`config.mk`:
```
export PLATFORM = sky130hd
export DESIGN_NAME = uc_jogo_velha
export DESIGN_NICKNAME = d
export VERILOG_FILES = /design/src/rtl/jogo_velha_pkg.sv /design/src/rtl/uc_jogo_velha.sv
export SDC_FILE = /design/constraint.sdc
export NUM_CORES = 1
export LEC_CHECK = 0
export CAP_MARGIN = 15
export CORE_MARGIN = 2
export CORE_UTILIZATION = 57
export DETAILED_ROUTE_END_ITERATION = 10
export DONT_BUFFER_PORTS = 1
export PLACE_DENSITY_LB_ADDON = 0.25
export SYNTH_ARGS = -nofsm -noshare
export SYNTH_HDL_FRONTEND = slang
export SYNTH_SLANG_ARGS = --single-unit
```
`constraint.sdc`:
```
create_clock -name clock -period 1.6 [get_ports clock]
set_input_delay 0.16 -clock clock [delete_from_list [all_inputs] [get_ports clock]]
set_output_delay 0.16 -clock clock [all_outputs]
set_load 0.02 [all_outputs]
```
`src/rtl/jogo_velha_pkg.sv`:
```
// Shared encodings for the ultimate tic-tac-toe control unit: state codes,
// return-destination constants and the Moore output bundle.
package jogo_velha_pkg;

  typedef enum logic [3:0] {
    INICIAL      = 4'h0,
    PREPARA      = 4'h1,
    ESPERA_MACRO = 4'h2,
    REG_MACRO    = 4'h3,
    VER_MACRO    = 4'h4,
    ESPERA_MICRO = 4'h5,
    REG_MICRO    = 4'h6,
    VER_CELULA   = 4'h7,
    ESCREVE      = 4'h8,
    VER_FIM      = 4'h9,
    TROCA        = 4'hA,
    SOLTA        = 4'hB,
    VER_PROX     = 4'hC,
    FIM          = 4'hF
  } estado_t;

  localparam logic DESTINO_MACRO = 1'b0;
  localparam logic DESTINO_MICRO = 1'b1;

  typedef struct packed {
    logic zera;
    logic registra_macro;
    logic registra_micro;
    logic escreve;
    logic troca_jogador;
    logic proximo_macro;
    logic jogar_macro;
    logic jogar_micro;
    logic pronto;
  } saidas_t;

  function automatic saidas_t decodifica(input estado_t e);
    saidas_t o;
    o = '0;
    case (e)
      PREPARA:      o.zera = 1'b1;
      ESPERA_MACRO: o.jogar_macro = 1'b1;
      REG_MACRO:    o.registra_macro = 1'b1;
      ESPERA_MICRO: o.jogar_micro = 1'b1;
      REG_MICRO:    o.registra_micro = 1'b1;
      ESCREVE:      o.escreve = 1'b1;
      TROCA: begin
        o.troca_jogador = 1'b1;
        o.proximo_macro = 1'b1;
      end
      FIM:          o.pronto = 1'b1;
      default:      o = '0;
    endcase
    return o;
  endfunction

endpackage

```
`src/rtl/uc_jogo_velha.sv`:
```
// Control FSM sequencing macro/micro selection, board write and player swap.
// Outputs are registered from the next state, so they track the state register exactly.
module uc_jogo_velha
  import jogo_velha_pkg::*;
(
  input  logic       clock,
  input  logic       reset,
  input  logic       iniciar,
  input  logic       tem_jogada,
  input  logic       macro_vencido,
  input  logic       celula_ocupada,
  input  logic       fim_jogo,
  output logic       zera,
  output logic       registra_macro,
  output logic       registra_micro,
  output logic       escreve,
  output logic       troca_jogador,
  output logic       proximo_macro,
  output logic       jogar_macro,
  output logic       jogar_micro,
  output logic       pronto,
  output logic [3:0] db_estado
);

  estado_t estado, prox;
  logic    destino, destino_prox;
  saidas_t s;

  always_comb begin
    prox         = estado;
    destino_prox = destino;
    case (estado)
      INICIAL:      if (iniciar) prox = PREPARA;
      PREPARA:      prox = ESPERA_MACRO;
      ESPERA_MACRO: if (tem_jogada) prox = REG_MACRO;
      REG_MACRO:    prox = VER_MACRO;
      VER_MACRO: begin
        destino_prox = macro_vencido ? DESTINO_MACRO : DESTINO_MICRO;
        prox         = SOLTA;
      end
      // Held buttons park here so one press yields a single registration.
      SOLTA:        if (!tem_jogada) prox = destino ? ESPERA_MICRO : ESPERA_MACRO;
      ESPERA_MICRO: if (tem_jogada) prox = REG_MICRO;
      REG_MICRO:    prox = VER_CELULA;
      VER_CELULA:
        if (celula_ocupada) begin
          destino_prox = DESTINO_MICRO;
          prox         = SOLTA;
        end else begin
          prox = ESCREVE;
        end
      ESCREVE:      prox = VER_FIM;
      VER_FIM:      prox = fim_jogo ? FIM : TROCA;
      TROCA:        prox = VER_PROX;
      VER_PROX: begin
        destino_prox = macro_vencido ? DESTINO_MACRO : DESTINO_MICRO;
        prox         = SOLTA;
      end
      FIM:          if (iniciar) prox = PREPARA;
      default:      prox = INICIAL;
    endcase
  end

  always_ff @(posedge clock) begin
    if (!reset) begin
      estado  <= INICIAL;
      destino <= DESTINO_MACRO;
      s       <= '0;
    end else begin
      estado  <= prox;
      destino <= destino_prox;
      s       <= decodifica(prox);
    end
  end

  assign zera           = s.zera;
  assign registra_macro = s.registra_macro;
  assign registra_micro = s.registra_micro;
  assign escreve        = s.escreve;
  assign troca_jogador  = s.troca_jogador;
  assign proximo_macro  = s.proximo_macro;
  assign jogar_macro    = s.jogar_macro;
  assign jogar_micro    = s.jogar_micro;
  assign pronto         = s.pronto;
  assign db_estado      = estado;

endmodule

```
==> results_dict.tcl <==
set metrics [dict create \
    timing.fmax_mhz 664 \
    multi_input_area_sq_um 444 \
    cts.sinks 13 \
    reg2reg_to "zera" \
    yosysSeqAreaShare_pct 32.9 \
    vdd_ir_drop_max_v 0.000951 \
    yosys_top_cell_area_share_pct 32.9 \
    max_cap_violations 0 \
    max_slew_headroom_pct 70.8 \
    seq_power_share_pct 34.8 \
    setup.worst_path.end_class "flip-flop" \
    r2r_start "db_estado[0]" \
    synth_cell_type_count 38 \
    finalSetupViolCount 0 \
    critical_path_class "reg -> reg" \
    floorplan.die_area_sq_um 1700 \
    rows 13 \
    outcome "completed" \
    total_drc_errors_in_the_routed_layout 0 \
    power.static_leakage_uw 0.000313 \
    layout-drive-gt1-share_pct 37.0 \
    crit_path_arrival_time_ns 1.67 \
    cts_max_path_buffers 2 \
    drt_first_iter_violations 11 \
    yosysTopAreaCell "sky130_fd_sc_hd__dfxtp_1" \
    avgSynthCellArea_sq_um 9.54 \
    clkLatencyLatePin_ns 0.28 \
    worst_hold_endpoint "db_estado[1]" \
    unrepaired_setup_endpoints_after_global_routing "yes" \
    cellInternalPower_uw 839 \
    fin_worst_skew_ns 0.00914 \
    drt_pre_antenna_iters 3 \
    chipWidth_um 41.3 \
    fin_crit_ns 1.51 \
    timing.final.max_slew_violations 0 \
    global_route.overflow_total 0 \
    tightestPinTransition_ns 0.435 \
    worst_hold_path_type "in -> reg" \
    die-height_um 41.3 \
    power.combinational.fraction_pct 52.2 \
    grt_use_total_pct 21.3 \
    totalPowerFinal_uw 1510 \
    worst_hold_slack_ns 0.0793 \
    cts_buffers 3 \
    wire_length_of_the_first_global_routing_pass_mm 2.30 \
    rrSetupSlack_ns 0.09 \
    cts-root-buf "sky130_fd_sc_hd__clkbuf_4" \
    syn-instance-count 83 \
    crit_fanout 7 \
    net_switching_power_uw 676 \
    initial_utilization_pct 60.9 \
    clockPowerShare_pct 13.1 \
    routed_wirelength_mm 1.60 \
    ff_latch_count_synth 13 \
    finalNetCount 100 \
    num_antenna_cells 0 \
    first_global_vias 526 \
    globalplace.congestion 0.844 \
    yosysWarningCount 0 \
    htree_levels 1 \
    hold_violations 0 \
    grt_start_max_net_pins 15 \
    clkTransAtPathRegs_ns 0.07 \
    post_detailed_route_count_of_antenna_violating_nets 0 \
    worstSetupStartpointType "flip-flop" \
    boundaryPins 20 \
    layout.cells.most_common "sky130_fd_sc_hd__buf_4" \
    final-seq-area_sq_um 265 \
    cp_data_required_time_ns 1.76 \
    power.density_nw_per_um2 1740 \
    utilization_pct 66.8 \
    vias 653 \
    leading_cell_types_in_the_layout_fill_and_taps_excluded "sky130_fd_sc_hd__buf_4 (10), sky130_fd_sc_hd__dfxtp_1 (9), sky130_fd_sc_hd__a21oi_1 (7), sky130_fd_sc_hd__nand2_1 (6), sky130_fd_sc_hd__o21ai_1 (5)" \
    post_synth_instance_area_sq_um 792 \
    r2r_depth 5 \
    port_buffers 0 \
    worstHoldStart "reset" \
    viasPerCell 6.10 \
    holdPathStages 2 \
    route.detailed.wl_per_inst_um 14.9 \
    syn_nets 90 \
    layout-area-overhead-vs-synth_pct 9.79 \
    synth.area.top_cells "sky130_fd_sc_hd__dfxtp_1 (33%), sky130_fd_sc_hd__nor4b_2 (7.6%), sky130_fd_sc_hd__buf_6 (7.1%)" \
    dp_hpwl_mm 1.21 \
    grt_antenna_before_repair 0 \
    clock_tree_from_tritoncts "yes" \
    fill_cells 112 \
    placeable_area_sq_um 1300 \
    min_period_over_period_pct 94.1 \
    power.switching_fraction_pct 44.6 \
]
## cells in the mapped netlist (all sizes together)
master,instances
nor4bb,1
and4b,2
or3,1
a22oi,1
nor4b,4
nand3b,1
o2bb2ai,1
nor4,1
o31ai,1
dfxtp,13
nand2b,2
nor2,5
nor3b,1
nand3,2
inv,5
buf,7
and4,1
a22o,1
nor3,2
nor2b,1
o221ai,1
o211ai,2
o21ai,7
nand2,7
a21oi,7
a31o,1
nand4,1
o32ai,1
a211oi,1
a31oi,1
and2,1
## power by group through the flow
stage / combinational, uW / sequential [uW] / clock [uW]
4_1_cts: 780 / 524 / 201
3_3_place_gp: 745 / 521 / 0
2_1_floorplan: 636 / 524 / 0
5_1_grt: 857 / 541 / 217
3_5_place_dp: 771 / 525 / 0
6_report: 790 / 527 / 198
## layer usage
metal	global-route usage, %	wire (um)	share of wire, %
met1	25.2	690	43
met2	35.5	818	51
met3	8.70	77	4.8
met4	4.84	8	0.50
met5	0	0	0
## state kept, by name (all words and copies together), names as in the netlist
register	cells
registra_macro	1
troca_jogador	1
jogar_macro	1
destino	1
db_estado	4
zera	1
jogar_micro	1
escreve	1
registra_micro	1
pronto	1
## area by class of cell
cell class	count	share of cell area, %
Timing Repair Buffer	12	11.1
Multi-Input combinational cell	58	51.1
Clock buffer	4	3.02
Inverter	5	2.16
Tap cell	15	2.16
Sequential cell	13	30.5
## logic make-up after synthesis
family,count (synthesis),share of synthesized area (%)
AOI/OAI and AO/OA,25,25.3
DFF,13,32.9
and+or+nand+nor,33,30.8
buffers and inverters,12,11.1
## through the flow
step	instance area [sq um]	cells	TNS [ns]	setup WS, ns
floorplan	792	83	0	0.0997
global placement	817	101	-0.0200	-0.0200
detailed placement	817	101	-0.0739	-0.0532
CTS	850	105	0	0.0308
global route	870	107	-0.0181	-0.0123
finish	870	107	0	0.0944
## repair_timing
item                       4_1_cts  5_1_grt
setup endpoints to repair        4        7
setup buffers                    0        1
pin swaps                        1        1
hold buffers                     0        1
gates resized for setup          3        2
hold endpoints to repair         0        1
## worst max-delay path by stage
stage,from,end,slack (ns)
after CTS,db_estado[2],troca_jogador,0.03
after floorplan,db_estado[1],escreve,0.1
after detailed placement,db_estado[3],jogar_micro,-0.05
final,db_estado[0],zera,0.09
after global routing,db_estado[0],jogar_micro,-0.01
after global placement,db_estado[3],jogar_micro,-0.02
## critical path: stages (launching register included)
cell	delay [ns]
sky130_fd_sc_hd__dfxtp_2	0.35
sky130_fd_sc_hd__buf_4	0.18
sky130_fd_sc_hd__o21ai_1	0.16
sky130_fd_sc_hd__a31oi_1	0.08
sky130_fd_sc_hd__o21ai_1	0.39
sky130_fd_sc_hd__and4b_1	0.24
(Power assumes the default switching activity.)
